===== config.mk =====
export PLATFORM = sky130hd
export DESIGN_NAME = instr_fetch_flat
export DESIGN_NICKNAME = d
export VERILOG_FILES = /design/src/rtl/cpu_pkg.sv /design/src/rtl/instr_fetch_if.sv /design/src/rtl/fetch_fifo.sv /design/src/rtl/instr_fetch.sv /design/src/flat_wrapper.sv
export SDC_FILE = /design/constraint.sdc
export NUM_CORES = 1
export LEC_CHECK = 0
export ABC_AREA = 0
export BUFFER_PORTS_ARGS = -buffer_cell sky130_fd_sc_hd__buf_2
export CAP_MARGIN = 20
export CORE_UTILIZATION = 46
export CTS_CLUSTER_SIZE = 14
export DETAILED_ROUTE_END_ITERATION = 10
export GPL_ROUTABILITY_DRIVEN = 0
export PLACE_DENSITY = 0.78
export SLEW_MARGIN = 20
export SYNTH_ARGS = -nofsm -noshare
export SYNTH_HDL_FRONTEND = slang
export SYNTH_SLANG_ARGS = --single-unit

===== constraint.sdc =====
create_clock -name clk -period 2 [get_ports clk]
set_clock_uncertainty 0.05 [all_clocks]
set_input_delay 0.2 -clock clk [delete_from_list [all_inputs] [get_ports clk]]
set_output_delay 0.2 -clock clk [all_outputs]
set_load 0.05 [all_outputs]

===== src/rtl/cpu_pkg.sv =====
`default_nettype none
// ============================================================================
// Module      : cpu_pkg
// Description : Shared CPU definitions. Holds the opcode values, the
//               instruction field positions, the default fetch address width
//               and the fetch state encoding.
// Revision    : 1.0 - initial release
// ============================================================================
package cpu_pkg;

  localparam int DEFAULT_ADDR_W = 8;
  localparam int INSTR_W        = 16;

  // Opcodes that downstream decode acts on; all others are treated as no-ops
  localparam logic [3:0] OP_ADD    = 4'b0000;
  localparam logic [3:0] OP_SUB    = 4'b0001;
  localparam logic [3:0] OP_AND    = 4'b0010;
  localparam logic [3:0] OP_OR     = 4'b0011;
  localparam logic [3:0] OP_XOR    = 4'b0100;
  localparam logic [3:0] OP_LOAD   = 4'b0101;
  localparam logic [3:0] OP_STORE  = 4'b0110;
  localparam logic [3:0] OP_BRANCH = 4'b1000;
  localparam logic [3:0] OP_HALT   = 4'b1111;

  // Instruction field positions (LSB of each field)
  localparam int FIELD_W = 4;
  localparam int IMM_W   = 8;
  localparam int OPC_LSB = 12;
  localparam int RD_LSB  = 8;
  localparam int RS1_LSB = 4;
  localparam int RS2_LSB = 0;
  localparam int IMM_LSB = 0;

  typedef enum logic [1:0] {
    S_IDLE      = 2'd0,
    S_REQ       = 2'd1,
    S_WAIT_SLOT = 2'd2,
    S_HALT      = 2'd3
  } fetch_state_e;

  function automatic logic is_halt(input logic [INSTR_W-1:0] instr);
    return instr[OPC_LSB +: FIELD_W] == OP_HALT;
  endfunction

endpackage
`default_nettype wire


===== src/rtl/instr_fetch_if.sv =====
`default_nettype none
// ============================================================================
// Module      : instr_fetch_if
// Description : Instruction memory request/acknowledge bus. The fetch unit
//               is the master, the instruction memory is the slave.
// Revision    : 1.0 - initial release
// ============================================================================
interface instr_fetch_if
  import cpu_pkg::*;
#(
  parameter int ADDR_W = DEFAULT_ADDR_W
);
  logic               imem_req;
  logic [ADDR_W-1:0]  imem_addr;
  logic               imem_ack;
  logic [INSTR_W-1:0] imem_rdata;

  modport master (output imem_req, imem_addr, input  imem_ack, imem_rdata);
  modport slave  (input  imem_req, imem_addr, output imem_ack, imem_rdata);
endinterface
`default_nettype wire


===== src/rtl/fetch_fifo.sv =====
`default_nettype none
// ============================================================================
// Module      : fetch_fifo
// Description : Two-entry FIFO holding fetched {instruction, pc} entries.
//               The head entry is read straight from storage so it stays
//               stable while not popped. Callers never push when full or
//               pop when empty.
// Revision    : 1.0 - initial release
// ============================================================================
module fetch_fifo #(
  parameter int DATA_W = 24
) (
  input  wire logic              clk,
  input  wire logic              rst,
  input  wire logic              push,
  input  wire logic [DATA_W-1:0] push_data,
  input  wire logic              pop,
  output logic                   valid,
  output logic [1:0]             count,
  output logic [DATA_W-1:0]      head_data
);
  logic [DATA_W-1:0] mem_q [2];
  logic [DATA_W-1:0] mem_d [2];
  logic              wr_ptr_q, wr_ptr_d;
  logic              rd_ptr_q, rd_ptr_d;
  logic [1:0]        count_q,  count_d;

  // Next-state for storage, pointers and occupancy
  always_comb begin
    mem_d    = mem_q;
    wr_ptr_d = wr_ptr_q;
    rd_ptr_d = rd_ptr_q;
    if (push) begin
      mem_d[wr_ptr_q] = push_data;
      wr_ptr_d        = ~wr_ptr_q;
    end
    if (pop) begin
      rd_ptr_d = ~rd_ptr_q;
    end
    count_d = count_q + 2'(push) - 2'(pop);
  end

  // State registers; reset clears contents so the presented fields read zero
  always_ff @(posedge clk) begin
    if (rst) begin
      mem_q    <= '{default: '0};
      wr_ptr_q <= 1'b0;
      rd_ptr_q <= 1'b0;
      count_q  <= 2'd0;
    end else begin
      mem_q    <= mem_d;
      wr_ptr_q <= wr_ptr_d;
      rd_ptr_q <= rd_ptr_d;
      count_q  <= count_d;
    end
  end

  assign valid     = (count_q != 2'd0);
  assign count     = count_q;
  assign head_data = mem_q[rd_ptr_q];
endmodule
`default_nettype wire


===== src/rtl/instr_fetch.sv =====
`default_nettype none
// ============================================================================
// Module      : instr_fetch
// Description : Instruction fetch unit. Issues one outstanding request at a
//               time, captures returned words with their pc, presents the
//               decoded fields and stops on HALT.
//               Build option FETCH_BUF_EN: 2-entry output buffer (1 instr per
//               cycle at zero wait); otherwise a single output register.
// Revision    : 1.0 - initial release
// ============================================================================
module instr_fetch
  import cpu_pkg::*;
#(
  parameter int                ADDR_W   = DEFAULT_ADDR_W,
  parameter logic [ADDR_W-1:0] RESET_PC = '0
) (
  input  wire logic         clk,
  input  wire logic         rst,
  instr_fetch_if.master     imem,
  input  wire logic         stall,
  output logic              instr_valid,
  output logic [3:0]        opcode,
  output logic [3:0]        rd,
  output logic [3:0]        rs1,
  output logic [3:0]        rs2,
  output logic [7:0]        imm8,
  output logic [ADDR_W-1:0] pc_out,
  output logic              halted
);
  localparam int ENTRY_W = INSTR_W + ADDR_W;
`ifdef FETCH_BUF_EN
  localparam logic [1:0] CAPACITY = 2'd2;
`else
  localparam logic [1:0] CAPACITY = 2'd1;
`endif

  fetch_state_e       state_q, state_d;
  logic               req_q, req_d;
  logic [ADDR_W-1:0]  pc_q, pc_d;
  logic               halted_q, halted_d;

  logic               push, pop, buf_valid;
  logic [1:0]         buf_count, count_next;
  logic [ENTRY_W-1:0] push_entry, head_entry;
  logic [INSTR_W-1:0] head_instr;

  // An ack only counts while our request is on the bus
  assign push       = req_q & imem.imem_ack;
  assign push_entry = {imem.imem_rdata, pc_q};
  assign pop        = buf_valid & ~stall;
  assign count_next = buf_count + 2'(push) - 2'(pop);

`ifdef FETCH_BUF_EN
  fetch_fifo #(.DATA_W(ENTRY_W)) u_fetch_fifo (
    .clk       (clk),
    .rst       (rst),
    .push      (push),
    .push_data (push_entry),
    .pop       (pop),
    .valid     (buf_valid),
    .count     (buf_count),
    .head_data (head_entry)
  );
`else
  logic [ENTRY_W-1:0] out_q, out_d;
  logic               out_valid_q, out_valid_d;

  // Single output slot; a request is only issued when it will be free
  always_comb begin
    out_d       = push ? push_entry : out_q;
    out_valid_d = push | (out_valid_q & ~pop);
  end

  // Output slot registers
  always_ff @(posedge clk) begin
    if (rst) begin
      out_q       <= '0;
      out_valid_q <= 1'b0;
    end else begin
      out_q       <= out_d;
      out_valid_q <= out_valid_d;
    end
  end

  assign buf_valid  = out_valid_q;
  assign buf_count  = {1'b0, out_valid_q};
  assign head_entry = out_q;
`endif

  // Fetch sequencing: request, wait for a free slot, or stop on HALT
  always_comb begin
    state_d  = state_q;
    pc_d     = pc_q;
    halted_d = halted_q;
    case (state_q)
      S_IDLE: state_d = S_REQ;
      S_REQ: begin
        if (push) begin
          pc_d = pc_q + ADDR_W'(1);
          if (is_halt(imem.imem_rdata)) begin
            state_d  = S_HALT;
            halted_d = 1'b1;
          end else if (count_next < CAPACITY) begin
            state_d = S_REQ;
          end else begin
            state_d = S_WAIT_SLOT;
          end
        end
      end
      S_WAIT_SLOT: begin
        if (count_next < CAPACITY) begin
          state_d = S_REQ;
        end
      end
      S_HALT:  state_d = S_HALT;
      default: state_d = S_IDLE;
    endcase
    req_d = (state_d == S_REQ);
  end

  // Control registers; reset abandons any outstanding request
  always_ff @(posedge clk) begin
    if (rst) begin
      state_q  <= S_IDLE;
      req_q    <= 1'b0;
      pc_q     <= RESET_PC;
      halted_q <= 1'b0;
    end else begin
      state_q  <= state_d;
      req_q    <= req_d;
      pc_q     <= pc_d;
      halted_q <= halted_d;
    end
  end

  assign imem.imem_req  = req_q;
  assign imem.imem_addr = pc_q;

  assign head_instr  = head_entry[ENTRY_W-1 -: INSTR_W];
  assign instr_valid = buf_valid;
  assign opcode      = head_instr[OPC_LSB +: FIELD_W];
  assign rd          = head_instr[RD_LSB  +: FIELD_W];
  assign rs1         = head_instr[RS1_LSB +: FIELD_W];
  assign rs2         = head_instr[RS2_LSB +: FIELD_W];
  assign imm8        = head_instr[IMM_LSB +: IMM_W];
  assign pc_out      = head_entry[ADDR_W-1:0];
  assign halted      = halted_q;
endmodule
`default_nettype wire


===== src/flat_wrapper.sv =====
// flat-port wrapper written by rule: the top's interface ports become plain ports
module instr_fetch_flat import cpu_pkg::*;
#(
  parameter int                ADDR_W   = DEFAULT_ADDR_W,
  parameter logic [ADDR_W-1:0] RESET_PC = '0
)
  (clk, rst, stall, instr_valid, opcode, rd, rs1, rs2, imm8, pc_out, halted, imem_imem_req, imem_imem_addr, imem_imem_ack, imem_imem_rdata);
  instr_fetch_if #(.ADDR_W(ADDR_W)) imem_i ();
  input  wire logic clk;
  input  wire logic rst;
  input  wire logic stall;
  output logic instr_valid;
  output logic [3:0] opcode;
  output logic [3:0] rd;
  output logic [3:0] rs1;
  output logic [3:0] rs2;
  output logic [7:0] imm8;
  output logic [ADDR_W-1:0] pc_out;
  output logic halted;
  output wire logic [$bits(imem_i.imem_req)-1:0] imem_imem_req;
  output wire logic [$bits(imem_i.imem_addr)-1:0] imem_imem_addr;
  input wire logic [$bits(imem_i.imem_ack)-1:0] imem_imem_ack;
  input wire logic [$bits(imem_i.imem_rdata)-1:0] imem_imem_rdata;
  assign imem_imem_req = imem_i.imem_req;
  assign imem_imem_addr = imem_i.imem_addr;
  assign imem_i.imem_ack = imem_imem_ack;
  assign imem_i.imem_rdata = imem_imem_rdata;
  instr_fetch #(.ADDR_W(ADDR_W), .RESET_PC(RESET_PC)) u_core (.clk(clk), .rst(rst), .imem(imem_i), .stall(stall), .instr_valid(instr_valid), .opcode(opcode), .rd(rd), .rs1(rs1), .rs2(rs2), .imm8(imm8), .pc_out(pc_out), .halted(halted));
endmodule

==> results of run 1 <==
registers in the layout, summed over array words and instances (netlist names):
name and cells:
u_core.head_entry 24, u_core.imem.imem_addr 8, u_core.state_q 2, u_core.halted 1, u_core.imem.imem_req 1, u_core.instr_valid 1
layer usage:
| layer | part of all wire, % | GRT usage, % | vias up | wire length (microns) |
|---|---|---|---|---|
| li1 | - | - | 681 | - |
| met1 | 48 | 25.1 | 593 | 1470 |
| met2 | 46 | 29.9 | 32 | 1410 |
| met4 | 1.4 | 8.16 | 0 | 44 |
| met3 | 4.7 | 6.15 | 5 | 144 |
| met5 | 0 | 0 | - | 0 |
critical path, stage by stage (launching register included):
cell and delay (ps):
dfxtp_1 410, nand4b_2 370, or4_1 610, a21oi_1 150
cells by family (layout without fill, tap and decap cells):
family | after synthesis | count (layout) | share of synthesized area, %
and+or+nand+nor | 72 | 72 | 22.9
AOI/OAI and AO/OA | 38 | 38 | 14.8
DFF | 37 | 37 | 50.8
buffers and inverters | 23 | 77 | 8.66
muxes | 2 | 2 | 1.46
adders and majority gates | 1 | 1 | 0.857
xor gates and xnor gates | 1 | 1 | 0.600
final timing paths:
path,endpoint,slack [ps],cells after the start
min,u_core.head_entry[17]$_SDFFE_PP0P_,40,3
max,u_core.imem.imem_addr[5]$_SDFFE_PP0P_,340,3
min reg2reg,u_core.head_entry[17]$_SDFFE_PP0P_,410,2
max reg2reg,u_core.imem.imem_addr[5]$_SDFFE_PP0P_,340,3
layout by cell type (no fill, tap or decap):
cell / instances
a21oi_1: 29
a22oi_1: 1
a2bb2oi_1: 1
a311oi_1: 1
and2_1: 1
and3_1: 1
buf_2: 62
buf_4: 3
clkbuf_1: 1
clkbuf_4: 5
clkbuf_8: 1
dfxtp_1: 37
ha_1: 1
inv_1: 5
mux2_2: 1
mux2i_1: 1
nand2_1: 51
nand3_1: 1
nand4_1: 2
nand4b_2: 1
nor2_1: 6
nor2b_1: 2
nor3_1: 1
nor4_4: 1
o21ai_0: 1
o21ba_2: 1
o31ai_1: 4
or3_1: 1
or4_1: 4
xor2_1: 1
stage by stage:
stage | hold WS (ps) | setup slack, ps | power, uW | instances | util [%]
6_report | 41.3 | 344 | 1380 | 272 | 59.3
5_1_grt | 23.5 | 210 | 1450 | 272 | 59.3
4_1_cts | 28.8 | 348 | 1400 | 272 | 59.3
3_5_place_dp | 394 | 375 | 1010 | 265 | 57.4
3_3_place_gp | 390 | 412 | 1010 | 265 | 57.4
2_1_floorplan | 286 | 192 | 961 | 174 | -
report_power, final:
part,internal (uW),switching (uW)
logic,54.9,164
clock network,166,220
registers,759,15.3
total,980,400
area by class of cell:
class | count | area [sq um]
Clock buffer | 7 | 55.1
Fill cell | 292 | 1230
Inverter | 5 | 18.8
Multi-Input combinational cell | 114 | 592
Sequential cell | 37 | 741
Tap cell | 44 | 55.1
Timing Repair Buffer | 65 | 333
==> impl_metrics.json, run 1 <==
{
  "path_clk_slew_ps": 100,
  "core_sq_mm": 0.00303,
  "tns_ps": 0,
  "portBuffers": 62,
  "r2r-start": "u_core.imem.imem_req$_SDFF_PP0_",
  "clock_latency_ps": 330,
  "synth-edff-count": 0,
  "violations": "DRC",
  "cts_buffer_depth": 2,
  "placed_area_sq_mm": 0.00174,
  "yosys_warnings": 0,
  "maxSlewViolCount": 0,
  "hold_class": "input port to flip-flop",
  "h-tree-depth": 2,
  "dieArea_sq_mm": 0.00340,
  "synth_area_sq_mm": 0.00146,
  "io_pins": 63,
  "cap_viol_max_count": 0,
  "yosysTopAreaCell": "dfxtp_1",
  "synth_top_area_share_pct": 50.8,
  "setup_viol": 0,
  "post-cts-setup-buffers": 0,
  "diodes": 0,
  "overflow": 0,
  "period_needed_ps": 1660,
  "ir_drop_v": 0.000407,
  "grt_pass1_wl_mm": 5.00,
  "die_w_microns": 58.3,
  "clock-root-buffer": "clkbuf_4",
  "synth_nets": 195,
  "syn_avg_cell_area_sq_um": 8.38,
  "initial_core_util_pct": 48.2,
  "synthMostInstantiatedCell": "nand2_1",
  "stdcell_area_sq_mm": 0.00179,
  "drt_wl_total_mm": 3.07,
  "yosysSeqAreaShare_pct": 50.8,
  "via_per_inst": 4.82,
  "p_leak_uw": 0.000828,
  "holdCritStartpoint": "imem_imem_rdata[9]",
  "row_count": 20,
  "startpoint": "u_core.imem.imem_req$_SDFF_PP0_",
  "antenna_found_initial": 0,
  "drive_above_1_share_pct": 32.9,
  "fin_crit_sh_pct": 82.8,
  "ant_nets": 0,
  "wl_per_cell_microns": 11.3,
  "hold_viol": 0,
  "via_count": 1311,
  "syn2layout_area_growth_pct": 23.0,
  "die_y_microns": 58.3,
  "synthTopCellsByCount": "nand2_1 (51), dfxtp_1 (37), a21oi_1 (29)",
  "nets": 249,
  "cp.arrival_ps": 1880,
  "post_cts_resized": 0,
  "fmax_mhz": 604,
  "power_density_mw_per_mm2": 769,
  "synthCells": 174,
  "ys.flop_type": "dfxtp_1",
  "drc": 4,
  "cp.required_ps": 2220,
  "status": "finished with violations",
  "crit_fanout": 14,
  "drt_iter0_drc": 106,
  "dr.pass1.iters": 7,
  "grt_use_total_pct": 19.4,
  "crit_path_end_kind": "flip-flop",
  "grt_pass1_vias": 1125,
  "cts.sinks": 37,
  "tightest_slew_ps": 419,
  "hold_buffers": 0,
  "synthArstFlopShare_pct": 0,
  "grt_setup_unrepaired": "no",
  "ys_ff_latch": 37,
  "tritoncts": "yes",
  "criticalPathCategory": "flip-flop to flip-flop",
  "relSlewSlack_pct": 72.1,
  "synth_area_leaders": "dfxtp_1 (51%), nand2_1 (13%), a21oi_1 (9.9%)",
  "ys_types": 30,
  "worst_setup_path_start_kind": "flip-flop",
  "grt_max_degree": 25,
  "cts_buffers": 5,
  "hpwl_mm": 2.17
}
Note: power is estimated with default switching activity, not from simulation.
==> inputs of run 2 (changes only) <==
ABC_AREA = 1   (was 0)
CORE_UTILIZATION = 42   (was 46)
PLACE_DENSITY = 0.75   (was 0.78)
clock period = 1.34 ns   (was 2 ns; I/O delays follow)
==> run 2 against run 1 <==
The flow now finishes without violations; total power increased by 67%; non-clock buffer count rose by 16; count of clock-buffer cells in the layout fell by 2; critical path type unchanged; largest cell class unchanged; largest power group unchanged.
==> impl_metrics.json, run 2 <==
{
  "status": "completed",
  "portBuffers": 62,
  "cts.sinks": 37,
  "largest_register_ffs": 24,
  "cap_viol_max_count": 0,
  "grt_pass1_wl_mm": 4.68,
  "synth-edff-count": 0,
  "row_count": 21,
  "io_pins": 63,
  "cts_buffers": 5,
  "drc": 0,
  "internal-power_uw": 1510,
  "drt_wl_total_mm": 3.21,
  "cts_buffer_depth": 2,
  "setup_viol": 0,
  "r2r_setup_slack_ps": 60,
  "overflow": 0,
  "synth_top_area_share_pct": 50.3,
  "dr.pass1.iters": 4,
  "relSlewSlack_pct": 82.7,
  "core_sq_mm": 0.00334,
  "worst_setup_path_start_kind": "flip-flop",
  "power_density_mw_per_mm2": 1160,
  "clock_power_share_pct": 24.7,
  "placed_area_sq_mm": 0.00179,
  "synthMostInstantiatedCell": "nor2_1",
  "dieArea_sq_mm": 0.00374,
  "die_w_microns": 61.2,
  "maxSlewViolCount": 0,
  "synth_nets": 214,
  "via_count": 1411,
  "synthArstFlopShare_pct": 0,
  "yosysTopAreaCell": "dfxtp_1",
  "wl_per_cell_microns": 10.3,
  "fin_crit_sh_pct": 95.5,
  "pwr-share-seq_pct": 51.8,
  "cp.arrival_ps": 1470,
  "antenna_found_initial": 0,
  "crit_fanout": 5,
  "tightest_slew_ps": 261,
  "grt_max_degree": 22,
  "grt_use_total_pct": 17.3,
  "clock-root-buffer": "clkbuf_4",
  "swShare_pct": 34.5,
  "ys_ff_latch": 37,
  "clock_latency_ps": 340,
  "p_sw_uw": 795,
  "layout_commonest_cell": "buf_2",
  "synth_area_sq_mm": 0.00147,
  "comb_power_share_pct": 23.5,
  "grt_pass1_vias": 1088,
  "ir_drop_v": 0.000687,
  "yosysSeqAreaShare_pct": 50.3,
  "hold_viol": 0,
  "h-tree-depth": 2,
  "p_leak_uw": 0.00100,
  "fmax_mhz": 781,
  "tritoncts": "yes",
  "cp.required_ps": 1530,
  "diodes": 0,
  "synth_area_leaders": "dfxtp_1 (50%), nor2_1 (12%), o21ai_0 (10%)",
  "drt_iter0_drc": 89,
  "final_cell_mix": "buf_2 (62), nor2_1 (47), dfxtp_1 (32)",
  "period_needed_ps": 1280,
  "ys.flop_type": "dfxtp_1",
  "synthTopCellsByCount": "nor2_1 (47), dfxtp_1 (37), o21ai_0 (30)",
  "drive_above_1_share_pct": 32.7,
  "via_per_inst": 4.52,
  "ys_types": 18,
  "initial_core_util_pct": 44.1,
  "yosys_warnings": 0,
  "ant_nets": 0,
  "stdcell_area_sq_mm": 0.00198,
  "power_uw": 2300,
  "synthCells": 193,
  "syn2layout_area_growth_pct": 34.4,
  "criticalPathCategory": "flip-flop to flip-flop",
  "crit_path_end_kind": "flip-flop",
  "hold_class": "input port to flip-flop",
  "syn_avg_cell_area_sq_um": 7.62,
  "hpwl_mm": 2.21,
  "nets": 286,
  "die_y_microns": 61.2,
  "path_clk_slew_ps": 120
}
==> run 2: cell count changes after synthesis, sizes merged, moves of 2 or more <==
| cell | before | now |
|---|---|---|
| nand2 | 51 | 22 |
| nor2 | 6 | 48 |
| nor2b | 2 | 0 |
| o21ai | 1 | 30 |
| a21oi | 29 | 11 |
| o31ai | 4 | 0 |
| nand4 | 2 | 4 |
| or4 | 4 | 0 |
| clkbuf | 6 | 4 |
| inv | 5 | 19 |
==> run 2: kinds of logic after synthesis <==
group | synth area share, %
AND/OR/NAND/NOR | 22.6
flip-flops | 50.3
adder cells (fa/ha/maj) | 0.850
buffers and inverters | 11.7
AO/OA/AOI/OAI | 14.5
==> run 2: repair_timing <==
action | in CTS | in global routing
hold buffers | 11 | 1
setup endpoints to repair | 0 | 2
endpoints found under the hold margin | 14 | 1
buffers inserted | 0 | 1
gates resized for setup | 0 | 2
==> run 2: power groups by stage <==
| stage | clock network (uW) | logic [uW] | registers (uW) |
|---|---|---|---|
| finish | 570 | 541 | 1190 |
| global route | 646 | 584 | 1200 |
| CTS | 591 | 538 | 1190 |
| detailed placement | 0 | 512 | 1220 |
| global placement | 0 | 510 | 1210 |
| floorplan | 0 | 207 | 1420 |
==> run 2: final cells by class <==
type                       instances  area [sq um]
fill                             321          1360
sequential                        37           752
multi-input combinational        121           561
timing repair buffer              81           483
inverter                          19          71.3
tap                               46          57.6
clock buffer                       5          37.5
clock inverter                     3          16.3
==> run 2: final timing paths <==
| kind | startpoint | end | cells after the start |
|---|---|---|---|
| hold / removal | imem_imem_rdata[6] | u_core.head_entry[14]$_SDFFE_PP0P_ | 3 |
| hold reg to reg | u_core.halted$_SDFFE_PP0P_ | u_core.halted$_SDFFE_PP0P_ | 2 |
| setup reg to reg | u_core.imem.imem_addr[1]$_SDFFE_PP0P_ | u_core.imem.imem_addr[4]$_SDFFE_PP0P_ | 6 |
| setup / recovery | u_core.imem.imem_addr[1]$_SDFFE_PP0P_ | u_core.imem.imem_addr[4]$_SDFFE_PP0P_ | 6 |
==> run 2: worst max-delay path, cell delays in order (launching register included) <==
cell and delay (ps):
dfxtp_4 380, ha_2 200, inv_1 70, nor3_4 230
nand2_2 70, o21ai_0 150, nor2_1 50
==> run 2: routing by layer <==
metal	wire length (microns)	GRT usage, %
met5	0	0
met4	30	6.82
met3	220	5.46
met2	1480	28.0
met1	1480	21.5
==> run 2: through the flow <==
step                hold WS, ps  setup WS, ps  cells  util (%)  setup TNS, ps
detailed placement          316          54.1    291      53.7              0
floorplan                   153         -15.3    193         -          -15.3
global route               14.8        -0.988    312      59.3         -0.988
global placement            310           124    291      53.7              0
CTS                       0.768          49.4    310      58.6              0
finish                     11.3          60.2    312      59.3              0
==> inputs of run 3 (changes only) <==
GPL_TIMING_DRIVEN = 0   (was default)
==> run 3 against run 2 <==
Hold slack improved by 10 ps; critical path type is now flip-flop to primary output; total power rose by 0.93%; global-route usage is 2.8 points higher; first-iteration DRC count down 31%; maximum frequency grew 2.6%; cell area rose by 5.4%; critical endpoint is now rs1[0]; critical path depth fell by 4.
==> impl_metrics.json, run 3 (synthesis gave the netlist of run 2 again) <==
{
  "die_w_microns": 61.2,
  "row_count": 21,
  "h-tree-depth": 2,
  "placed_area_sq_mm": 0.00185,
  "status": "completed",
  "portBuffers": 62,
  "wl_met2_mm": 1.56,
  "grt_pass1_vias": 1276,
  "drive_above_1_share_pct": 33.2,
  "via_count": 1459,
  "crit_fanout": 3,
  "period_needed_ps": 1250,
  "p_leak_uw": 0.00106,
  "io_pins": 63,
  "cp.required_ps": 1160,
  "clock_latency_ps": 340,
  "path_clk_slew_ps": 100,
  "pre_cts_ws_ps": 31.1,
  "drt-met1-wl_mm": 1.56,
  "dr.pass1.iters": 4,
  "fmax_mhz": 802,
  "drc": 0,
  "drt_wl_total_mm": 3.36,
  "finalWorstSetupSlack_ps": 92.7,
  "multiInputGateArea_sq_um": 573,
  "criticalPathCategory": "flip-flop to primary output",
  "worst_setup_path_start_kind": "flip-flop",
  "power_density_mw_per_mm2": 1120,
  "overflow": 0,
  "largest_register_ffs": 24,
  "top_layer_used": "met4",
  "die_y_microns": 61.2,
  "crit_path_end_kind": "primary output",
  "grt_max_degree": 12,
  "fin_crit_sh_pct": 93.1,
  "wl_per_cell_microns": 10.3,
  "cts_buffer_depth": 2,
  "initial_core_util_pct": 44.1,
  "hpwl_mm": 2.29,
  "ant_nets": 0,
  "layout_commonest_cell": "buf_2",
  "syn2layout_area_growth_pct": 41.7,
  "via_per_inst": 4.48,
  "final_cell_mix": "buf_2 (65), nor2_1 (47), dfxtp_1 (33)",
  "cts.sinks": 37,
  "cap_viol_max_count": 0,
  "cts_buffers": 5,
  "hold_class": "input port to flip-flop",
  "tritoncts": "yes",
  "diodes": 0,
  "grt_use_total_pct": 20.1,
  "hold_viol": 0,
  "tightest_slew_ps": 392,
  "grt_setup_unrepaired": "no",
  "stdcell_area_sq_mm": 0.00208,
  "relSlewSlack_pct": 73.9,
  "dieArea_sq_mm": 0.00374,
  "nets": 300,
  "maxSlewViolCount": 0,
  "cp.arrival_ps": 1060,
  "n_fill_cell": 311,
  "core_sq_mm": 0.00334,
  "clock-root-buffer": "clkbuf_4",
  "setup_viol": 0,
  "seq_area_sq_um": 751,
  "met3_wirelength_microns": 206,
  "drt_iter0_drc": 61,
  "antenna_found_initial": 0,
  "ir_drop_v": 0.000546,
  "grt_pass1_wl_mm": 5.42
}
## run 3: cell count changes in the layout (fill, tap and decap cells not counted), moves of 2 or more
cell and delta:
buf_2 +3, buf_4 +2, clkbuf_1 +4, dlygate4sd3_1 +4
## run 3: worst paths after layout
kind | to | slack (ps) | cells after the start | start
setup / recovery | rs1[0] | 90 | 2 | u_core.head_entry[12]$_SDFFE_PP0P_
hold / removal | u_core.head_entry[20]$_SDFFE_PP0P_ | 20 | 3 | imem_imem_rdata[12]
setup reg to reg | u_core.imem.imem_addr[4]$_SDFFE_PP0P_ | 130 | 6 | u_core.imem.imem_req$_SDFF_PP0_
hold reg to reg | u_core.halted$_SDFFE_PP0P_ | 430 | 2 | u_core.halted$_SDFFE_PP0P_
## run 3: worst max-delay path: stages, from the launching register on
cell	delay (ps)
dfxtp_1	360
buf_4	110
buf_2	250
## run 3: what timing repair did
action	4_1_cts	5_1_grt
endpoints found under the setup margin	0	4
hold buffers	16	0
buffers inserted	0	1
endpoints found under the hold margin	18	0
resized for setup	0	5
## run 3: area by class of cell
type,count,area share (%)
inverter,19,3.42
clock buffer,6,1.98
clock inverter,2,0.480
multi-input combinational,121,27.5
timing repair buffer,79,22.9
tap,46,2.76
sequential,37,36.0
buffer,16,4.92
## run 3: power breakdown
part	internal, uW	total, uW	switching, uW
Combinational	174	574	400
Sequential	1160	1190	34.1
Clock	200	558	359
Total	1530	2330	793
## run 3: routing by layer
metal,global-route usage (%),up-vias
li1,-,775
met1,25.0,632
met2,32.3,47
met3,6.51,5
met4,7.79,0
met5,0,-
## run 3: through the flow
stage	instances	hold slack (ps)	total power (uW)	utilization (%)	TNS [ps]
after floorplan	193	153	1620	-	-15.3
after global placement	301	306	1750	55.4	0
after detailed placement	301	303	1750	55.4	0
after CTS	325	3.31	2350	61.8	0
after global routing	326	29.2	2470	62.5	0
final	326	21.5	2330	62.5	0
